## src/rtl/div_issue_ctrl.sv

```systemverilog
// Issue/complete controller for div.w/mod.w/div.wu/mod.wu in front of an iterative divider.
// Resolves divide-by-zero, signed overflow and repeated operands locally; survives flush.
module div_issue_ctrl #(
  parameter int unsigned DATA_W   = 32,
  parameter int unsigned TAG_W    = 5,
  parameter bit          REUSE_EN = 1'b1
) (
  input  logic              clk,
  input  logic              rst,
  input  logic              flush_i,

  input  logic              in_valid_i,
  output logic              in_ready_o,
  input  logic [1:0]        in_op_i,
  input  logic [DATA_W-1:0] in_a_i,
  input  logic [DATA_W-1:0] in_b_i,
  input  logic [TAG_W-1:0]  in_rd_i,

  output logic              out_valid_o,
  input  logic              out_ready_i,
  output logic [DATA_W-1:0] out_data_o,
  output logic [TAG_W-1:0]  out_rd_o,
  output logic              out_div_zero_o,

  output logic              dv_valid_in_o,
  output logic [DATA_W-1:0] dv_a_o,
  output logic [DATA_W-1:0] dv_b_o,
  output logic              dv_sign_o,
  input  logic [DATA_W-1:0] dv_quot_i,
  input  logic [DATA_W-1:0] dv_rem_i,
  input  logic              dv_valid_out_i
);

  localparam logic [DATA_W-1:0] MinVal  = {1'b1, {(DATA_W-1){1'b0}}};
  localparam logic [DATA_W-1:0] AllOnes = {DATA_W{1'b1}};

  typedef enum logic [1:0] {StIdle, StWait, StResp, StDrain} state_e;

  state_e state_q, state_d;

  logic [DATA_W-1:0] a_q, b_q;
  logic              sign_q;
  logic              rem_sel_q;
  logic [TAG_W-1:0]  rd_q;
  logic [DATA_W-1:0] out_data_q;
  logic              out_div_zero_q;
  logic              dv_start_q;

  logic              cache_valid_q;
  logic [DATA_W-1:0] cache_a_q, cache_b_q, cache_quot_q, cache_rem_q;
  logic              cache_sign_q;

  logic              accept;
  logic              in_sign;
  logic              is_zero, is_ovf, is_hit, run_div;
  logic [DATA_W-1:0] fast_res;
  logic              wait_done;

  // Classification of the offered op, in priority order zero > overflow > cache hit.
  always_comb begin
    in_sign = ~in_op_i[1];
    accept  = in_valid_i & in_ready_o;
    is_zero = (in_b_i == '0);
    is_ovf  = ~is_zero & in_sign & (in_a_i == MinVal) & (in_b_i == AllOnes);
    is_hit  = ~is_zero & ~is_ovf & REUSE_EN & cache_valid_q & (in_a_i == cache_a_q) &
              (in_b_i == cache_b_q) & (in_sign == cache_sign_q);
    run_div = ~is_zero & ~is_ovf & ~is_hit;
    fast_res = '0;
    if (is_zero) begin
      fast_res = in_op_i[0] ? in_a_i : AllOnes;
    end else if (is_ovf) begin
      fast_res = in_op_i[0] ? '0 : MinVal;
    end else if (is_hit) begin
      fast_res = in_op_i[0] ? cache_rem_q : cache_quot_q;
    end
    wait_done = (state_q == StWait) & dv_valid_out_i & ~flush_i;
  end

  always_ff @(posedge clk) begin
    if (rst) begin
      state_q <= StIdle;
    end else begin
      state_q <= state_d;
    end
  end

  always_comb begin
    state_d = state_q;
    unique case (state_q)
      StIdle: begin
        if (accept) begin
          state_d = run_div ? StWait : StResp;
        end
      end
      StWait: begin
        if (dv_valid_out_i) begin
          state_d = flush_i ? StIdle : StResp;
        end else if (flush_i) begin
          state_d = StDrain;
        end
      end
      StResp: begin
        if (out_ready_i || flush_i) begin
          state_d = StIdle;
        end
      end
      StDrain: begin
        if (dv_valid_out_i) begin
          state_d = StIdle;
        end
      end
      default: state_d = StIdle;
    endcase
  end

  always_comb begin
    in_ready_o     = (state_q == StIdle) & ~flush_i;
    out_valid_o    = (state_q == StResp);
    out_data_o     = out_data_q;
    out_rd_o       = rd_q;
    out_div_zero_o = out_div_zero_q;
    dv_valid_in_o  = dv_start_q;
    dv_a_o         = a_q;
    dv_b_o         = b_q;
    dv_sign_o      = sign_q;
  end

  always_ff @(posedge clk) begin
    if (rst) begin
      a_q            <= '0;
      b_q            <= '0;
      sign_q         <= 1'b0;
      rem_sel_q      <= 1'b0;
      rd_q           <= '0;
      out_data_q     <= '0;
      out_div_zero_q <= 1'b0;
      dv_start_q     <= 1'b0;
      cache_valid_q  <= 1'b0;
      cache_a_q      <= '0;
      cache_b_q      <= '0;
      cache_sign_q   <= 1'b0;
      cache_quot_q   <= '0;
      cache_rem_q    <= '0;
    end else begin
      dv_start_q <= accept & run_div;
      if (accept) begin
        a_q            <= in_a_i;
        b_q            <= in_b_i;
        sign_q         <= in_sign;
        rem_sel_q      <= in_op_i[0];
        rd_q           <= in_rd_i;
        out_div_zero_q <= is_zero;
        if (!run_div) begin
          out_data_q <= fast_res;
        end
      end
      // Flushed or drained results never reach the output or the cache.
      if (wait_done) begin
        out_data_q    <= rem_sel_q ? dv_rem_i : dv_quot_i;
        cache_valid_q <= 1'b1;
        cache_a_q     <= a_q;
        cache_b_q     <= b_q;
        cache_sign_q  <= sign_q;
        cache_quot_q  <= dv_quot_i;
        cache_rem_q   <= dv_rem_i;
      end
    end
  end

endmodule
```

## config.mk

```make
export PLATFORM = sky130hd
export DESIGN_NAME = div_issue_ctrl
export DESIGN_NICKNAME = d
export VERILOG_FILES = /design/src/rtl/div_issue_ctrl.sv
export SDC_FILE = /design/constraint.sdc
export NUM_CORES = 1
export LEC_CHECK = 0
export CAP_MARGIN = 0
export CORE_ASPECT_RATIO = 1.5
export CORE_MARGIN = 2
export CORE_UTILIZATION = 47
export DETAILED_ROUTE_END_ITERATION = 7
export PLACE_DENSITY_LB_ADDON = 0.2
export RECOVER_POWER = 100
export SETUP_SLACK_MARGIN = 0.1
export SLEW_MARGIN = 20
export SYNTH_ARGS = -nofsm -noshare
export SYNTH_HDL_FRONTEND = slang
export SYNTH_SLANG_ARGS = --single-unit
```

## constraint.sdc

```tcl
create_clock -name clk -period 2.3 [get_ports clk]
set_input_delay 0.345 -clock clk [delete_from_list [all_inputs] [get_ports clk]]
set_output_delay 0.345 -clock clk [all_outputs]
set_load 0.01 [all_outputs]
```

==> results of run 1 <==
cells by family after synthesis:
kind of cell,count (synthesis)
buffers and inverters,109
multiplexers,42
flip-flops,237
XOR/XNOR,48
AO/OA/AOI/OAI,349
AND/OR/NAND/NOR,575
worst min-delay path, cell delays in order:
cell	delay, ps
clkbuf_2	120
nand2_1	60
a21oi_1	50
flip-flops by register name, summed over array words and instances (netlist names):
register        count
cache_rem_q        32
dv_valid_in_o       1
cache_quot_q       32
cache_valid_q       1
out_data_o         32
cache_b_q          32
dv_b_o             32
cache_a_q          32
cache_sign_q        1
dv_a_o             32
out_div_zero_o      1
state_q             2
out_rd_o            5
rem_sel_q           1
dv_sign_o           1
power breakdown:
group          switching (W)  leakage [nW]  internal (W)
Sequential         0.0000788          1.92       0.00420
Clock                0.00159         0.350       0.00205
Combinational       0.000669          3.71      0.000610
Total                0.00233          5.98       0.00687
routing by layer:
layer	global-route usage, %	up-vias	wire length [µm]
met5	0	-	0
met4	17.6	0	2580
met3	4.08	145	3030
met2	55.8	582	20200
met1	38.4	5547	14800
li1	-	5403	-
placed cells by master, fill, tap and decap left out, drive strengths merged, types with 26 or more instances in the layout:
cell type	n
a21oi	235
buf	174
clkbuf	62
clkdlybuf4s50	83
dfxtp	237
dlygate4sd2	40
dlygate4sd3	106
mux2i	41
nand2	429
nand2b	28
nand4	26
nor4	26
o21ai	32
xnor2	46
cell usage after synthesis, types with 8 or more instances:
master,count,area (µm²)
o21ai_0,11,55.1
buf_1,10,37.5
nor3_1,14,70.1
nor4_1,22,138
a21oi_1,234,1170
nand4_1,25,156
a22oi_1,21,158
o2111ai_1,8,70.1
a31oi_1,21,131
inv_1,10,37.5
o21ai_1,21,105
xnor2_1,46,403
clkbuf_1,77,289
o211ai_1,10,75.1
nand2_1,429,1610
mux2i_1,41,410
nor2_1,21,78.8
nand2b_1,28,175
dfxtp_1,237,4740
how the worst min path moves through the flow:
stage / from / endpoint / cells after the start
after detailed placement: cache_quot_q[29] / cache_quot_q[29] / 2
after global placement: cache_rem_q[12] / cache_rem_q[12] / 2
final: in_b_i[28] / dv_b_o[28] / 3
after floorplan: cache_quot_q[13] / cache_quot_q[13] / 2
after global routing: in_a_i[3] / dv_a_o[3] / 3
after CTS: in_a_i[8] / dv_a_o[8] / 3
final cells by class:
class                      instances  area (µm²)
fill                            1718        6160
multi-input combinational       1015        6010
sequential                       237        4750
timing repair buffer             435        4190
clock buffer                      38         692
tap                              276         345
inverter                          10        37.5
clock inverter                     3        22.5
per-stage QoR:
stage / area (µm²) / utilization, % / hold WS [ps] / setup slack (ps) / power, W
6_report: 16100 / 72.3 / 114 / -44.6 / 0.00920
5_1_grt: 16100 / 72.3 / 124 / -120 / 0.00948
4_1_cts: 15700 / 70.6 / 202 / -70.8 / 0.00922
3_5_place_dp: 14500 / 65.2 / 446 / -1350 / 0.00563
3_3_place_gp: 14500 / 65.2 / 441 / -1240 / 0.00562
2_1_floorplan: 10600 / - / 436 / 190 / 0.00479
what timing repair did:
item	4_1_cts	5_1_grt
cloned	3	4
pin swaps	22	54
endpoints found under the setup margin	36	35
setup buffers	15	4
resized for setup	108	101
==> run summary, run 1 <==
EDFF count, synth = 0
Vias in the first global route = 11,200
CTS buffer count = 23
Die Span Y = 188 µm
Simple-Gate Fraction of Synth Area = 23.9%
Vias per std cell = 5.80
Initial core utilization = 47.7%
Worst Setup End Kind = flop
DRT antenna net count = 0
Syn Inst Count = 1,360
Post-Syn Area = 10,600 µm²
DRT Pass-1 Iters = 6
Buf/Inv on CP = 4
Sink Count = 237
Power per cell area = 573 nW/µm²
Setup slack, reg-to-reg = -20 ps
CP max-delay cell = nor4_4
Adder-cell share of the synthesized area = 0%
Critical Path Start = in_a_i[0]
Synth Area in XOR/XNOR = 3.97%
CTS clk-pin slew, worst paths = 60 ps
Clk buf depth = 3
Die X-Extent = 127 µm
R2R depth = 10
Clock root buffer master = clkbuf_16
Worst R2R End = out_data_o[22]
Nets@finish = 1,863
I/O pin cnt = 247
Total Routed Length = 40.6 mm
Fin. Hold Viols = 0
Worst-path maximum fanout = 5
Req. time, crit path = 2700 ps
DRC viols = 0
R2R Path Start = cache_a_q[15]
Async set-or-reset flop fraction in the synthesized netlist = 0%
Pleak = 5.98 nW
Vias = 11,700
GRT overflow = 0
Initial drt markers = 915
Max-slew headroom = 58.8%
Violations in the final reports = setup timing
Crit path depth = 11
Min Tclk post-route = 2340 ps
Total global-route track usage = 32.2%
Die area = 23,800 µm²
Hold_buf cts = 0
Final period util = 102%
Startpoint Class = primary input
Non-Filler Instances = 2,014
Hold crit path type = primary input to flop
Largest net degree at the start of global routing = 123
Yosys warnings = 0
Synth Net Count = 1,501
FMAX = 427 MHz
Critical Path End = out_data_o[14]
Synth Register Bits = 237
Multiplexer area fraction after synthesis = 3.98%
CP Data Arrival Time = 2740 ps
IO Port Bufs = 246
Dpl hpwl = 28.1 mm
Worst VDD drop = 0.510 mV
CP max stage delay = 440 ps
Crit Path Class = primary input to flop
Final WS setup = -44.6 ps
Largest family of logic cells by synthesized area = simple AND/OR/NAND/NOR gates
Core area = 22,200 µm²
Initial antenna violation count = 0
Avg Cell Area, Syn = 7.80 µm²
ANT cells = 0
Layout cells sized above 1 = 19.2%
Netlist cell types = 49
Placer Congestion = 0.979
Area grow syn2layout = 51.4%
First-pass GRT wire length = 61.1 mm
H-tree depth = 1
Seq/Total Area, Yosys = 44.8%
MaxCap Viol Count = 0
Worst-Margin Slew = 617 ps
Setup TNS Final = -636 ps
Max-slew violations = 0
CTS tree = built
Status = finished with violations
Delay-heaviest family, CP = simple AND/OR/NAND/NOR gates
Complex-gate fraction of the synthesized area = 19.0%
Row Count = 67
Final setup vio count = 28
Sequence of cells on the critical path = dlygate4sd2_1 > nand4b_1 > nand4b_1 > nor4_4 > buf_4 > a21o_1 > nor4_4 > buf_6 > clkbuf_16 > a22oi_2 > a31oi_1
Worst skew pair latency = 520 ps
RSZ-0062 raised after global routing = true
Setup Skew = 14.2 ps
Placed Cells incl. Taps = 1,949
Main flop type after synthesis = dfxtp_1
Drt wl/cell = 20.2 µm
Power figures use the tool's default switching activity.
==> run 2: changes to the inputs <==
--- a/config.mk
+++ b/config.mk
@@ -9,7 +9,9 @@
 export CORE_ASPECT_RATIO = 1.5
 export CORE_MARGIN = 2
 export CORE_UTILIZATION = 47
+export CTS_CLUSTER_SIZE = 10
 export DETAILED_ROUTE_END_ITERATION = 7
+export MAX_ROUTING_LAYER = met4
 export PLACE_DENSITY_LB_ADDON = 0.2
 export RECOVER_POWER = 100
 export SETUP_SLACK_MARGIN = 0.1
==> run 2 against run 1 <==
  * The flow still finishes with violations (setup timing)
  * Register-to-register slack got worse by 80 ps
  * Total power is 0.77% higher
  * Design area up 1.8%
  * Non-clock buffer count is 19 higher
  * Critical endpoint is now out_data_o[21]
  * Sequential power hardly changed
  * Worst setup slack got worse by 52 ps
==> run summary, run 2 (synthesis results as in run 1) <==
Final setup vio count = 29 (+3.6%)
Tightest hold margin = 158 ps (+44.4 ps)
DRC viols = 0 (unchanged)
Die area = 23,800 µm² (unchanged)
Setup Skew = 27.9 ps (+13.7 ps)
CP Data Arrival Time = 2840 ps (+100 ps)
GRT overflow = 0 (unchanged)
Dpl hpwl = 28.4 mm (+0.97%)
Req. time, crit path = 2750 ps (+50 ps)
Vias = 12,100 (+3.5%)
Min Tclk post-route = 2400 ps (+51.6 ps)
Worst VDD drop = 0.482 mV (-5.4%)
Most frequent cells in the layout = nand2_1 (415), a21oi_1 (230), dfxtp_1 (229), buf_4 (149), dlygate4sd3_1 (105)
CTS clk-pin slew, worst paths = 60 ps (about the same)
Status = finished with violations
Initial drt markers = 961 (+5.0%)
Vias in the first global route = 11,700 (+3.8%)
Hold_buf cts = 0 (unchanged)
Post-layout power = 0.00927 W (+0.77%)
Initial antenna violation count = 2 (+2)
Final period util = 104% (+2.2 points)
Power per cell area = 568 nW/µm² (-0.97%)
H-tree depth = 1 (unchanged)
Fin. Hold Viols = 0 (unchanged)
Clock root buffer master = clkbuf_16
Die X-Extent = 127 µm (unchanged)
Worst-Margin Slew = 888 ps (+271 ps)
Critical Path Start = cache_b_q[23]
Hold crit path type = primary input to flop
Initial core utilization = 47.7% (unchanged)
Max-slew headroom = 40.8% (-18 points)
Worst Setup End Kind = flop
Sink Count = 237 (unchanged)
Placer Congestion = 1.02 (+3.7%)
DRT antenna net count = 0 (unchanged)
MaxCap Viol Count = 0 (unchanged)
Hold Crit Endpoint = dv_b_o[16]
CTS buffer count = 27 (+17%)
Core area = 22,200 µm² (unchanged)
Hold depth = 3 (unchanged)
Vias per std cell = 5.98 (+3.1%)
Row Count = 67 (unchanged)
Final Util = 73.5% (+1.3 points)
Clk buf depth = 3 (unchanged)
RSZ-0062 raised after global routing = true
Total global-route track usage = 35.0% (+2.8 points)
Pleak = 6.25 nW (+4.5%)
Die Span Y = 188 µm (unchanged)
Setup slack, reg-to-reg = -100 ps (-80 ps)
I/O pin cnt = 247 (unchanged)
R2R depth = 12 (+2)
IO Port Bufs = 246 (unchanged)
Area grow syn2layout = 54.1%
R2R Path Start = cache_b_q[23]
Hold Crit Start = in_b_i[16]
Drt wl/cell = 21.5 µm (+6.7%)
Worst R2R End = out_data_o[21]
CTS tree = built
Total Routed Length = 43.5 mm (+7.1%)
Worst skew pair latency = 550 ps (+30 ps)
Commonest non-fill, non-tap cell in the layout = nand2_1
Layout cells sized above 1 = 20.7% (+1.6 points)
Crit Path Class = flop to flop
Nets@finish = 1,886 (+1.2%)
Startpoint Class = flop
Filler cells = 1,663 (-3.2%)
Largest net degree at the start of global routing = 69 (-44%)
DRT Pass-1 Iters = 6 (unchanged)
Violations in the final reports = setup timing
Final WS setup = -96.2 ps (-51.6 ps)
First-pass GRT wire length = 64.3 mm (+5.2%)
FMAX = 417 MHz (-2.2%)
Max-slew violations = 0 (unchanged)
Worst-path maximum fanout = 9 (+4)
run 2: cell types whose count changed in the layout (fill, tap and decap cells not counted), sizes merged:
| cell | before | now |
|---|---|---|
| buf | 174 | 197 |
| clkbuf | 62 | 44 |
| clkdlybuf4s15 | 1 | 3 |
| clkdlybuf4s50 | 83 | 75 |
| diode | 0 | 2 |
| dlygate4sd3 | 106 | 105 |
| dlymetal6s2s | 7 | 17 |
| inv | 12 | 11 |
run 2: layer usage:
layer  part of all wire [%]  track usage [%]  up-vias
li1                       -                -     5439
met1                     36             40.0     5751
met2                     49             57.0      678
met3                    7.2             5.36      222
met4                    7.8             22.3        0
met5                      0                -        -
run 2: metrics by stage:
step	setup slack [ps]	std cells	TNS, ps	cell area [µm²]
2_1_floorplan	190	1360	0	10600
3_3_place_gp	-1240	1952	-36250	14500
3_5_place_dp	-1310	1952	-37630	14500
4_1_cts	-46.0	2005	-355	15900
5_1_grt	-179	2023	-7200	16300
6_report	-96.2	2023	-1160	16300
run 2: final cells by class:
cell class	instances	area, µm²	area share (%)
Timing Repair Buffer	454	4440	27.2
Clock inverter	2	13.8	0.0843
Multi-Input combinational cell	1015	6060	37.1
Antenna cell	2	5.00	0.0306
Clock buffer	27	676	4.14
Inverter	10	37.5	0.230
Sequential cell	237	4750	29.1
Tap cell	276	345	2.11
run 2: worst max-delay path by stage:
stage	endpoint	cells past startpoint
5_1_grt	dv_a_o[11]	7
2_1_floorplan	out_data_o[10]	8
3_5_place_dp	out_data_o[15]	8
3_3_place_gp	out_data_o[30]	9
4_1_cts	out_data_o[25]	12
6_report	out_data_o[21]	12
run 2: report_power, final:
| group | leakage (nW) | internal [W] | switching (W) | total [W] |
|---|---|---|---|---|
| Clock | 0.341 | 0.00206 | 0.00161 | 0.00367 |
| Sequential | 1.92 | 0.00421 | 0.0000824 | 0.00429 |
| Combinational | 3.98 | 0.000626 | 0.000687 | 0.00131 |
run 2: worst max-delay path: stages, from the launching register on:
cell       delay [ps]
dfxtp_1           310
buf_4             140
nand2b_4           60
buf_4              90
nand4_1           120
a2111oi_2         280
nand4b_1          230
buf_6             190
nor4_4            270
buf_4             190
buf_12            150
a22oi_2            70
a31oi_1           170
run 2: timing repair:
action	CTS	global route
setup endpoints to repair	35	33
setup buffers	18	11
cloned	6	5
gates resized for setup	146	96
pin swaps	32	42
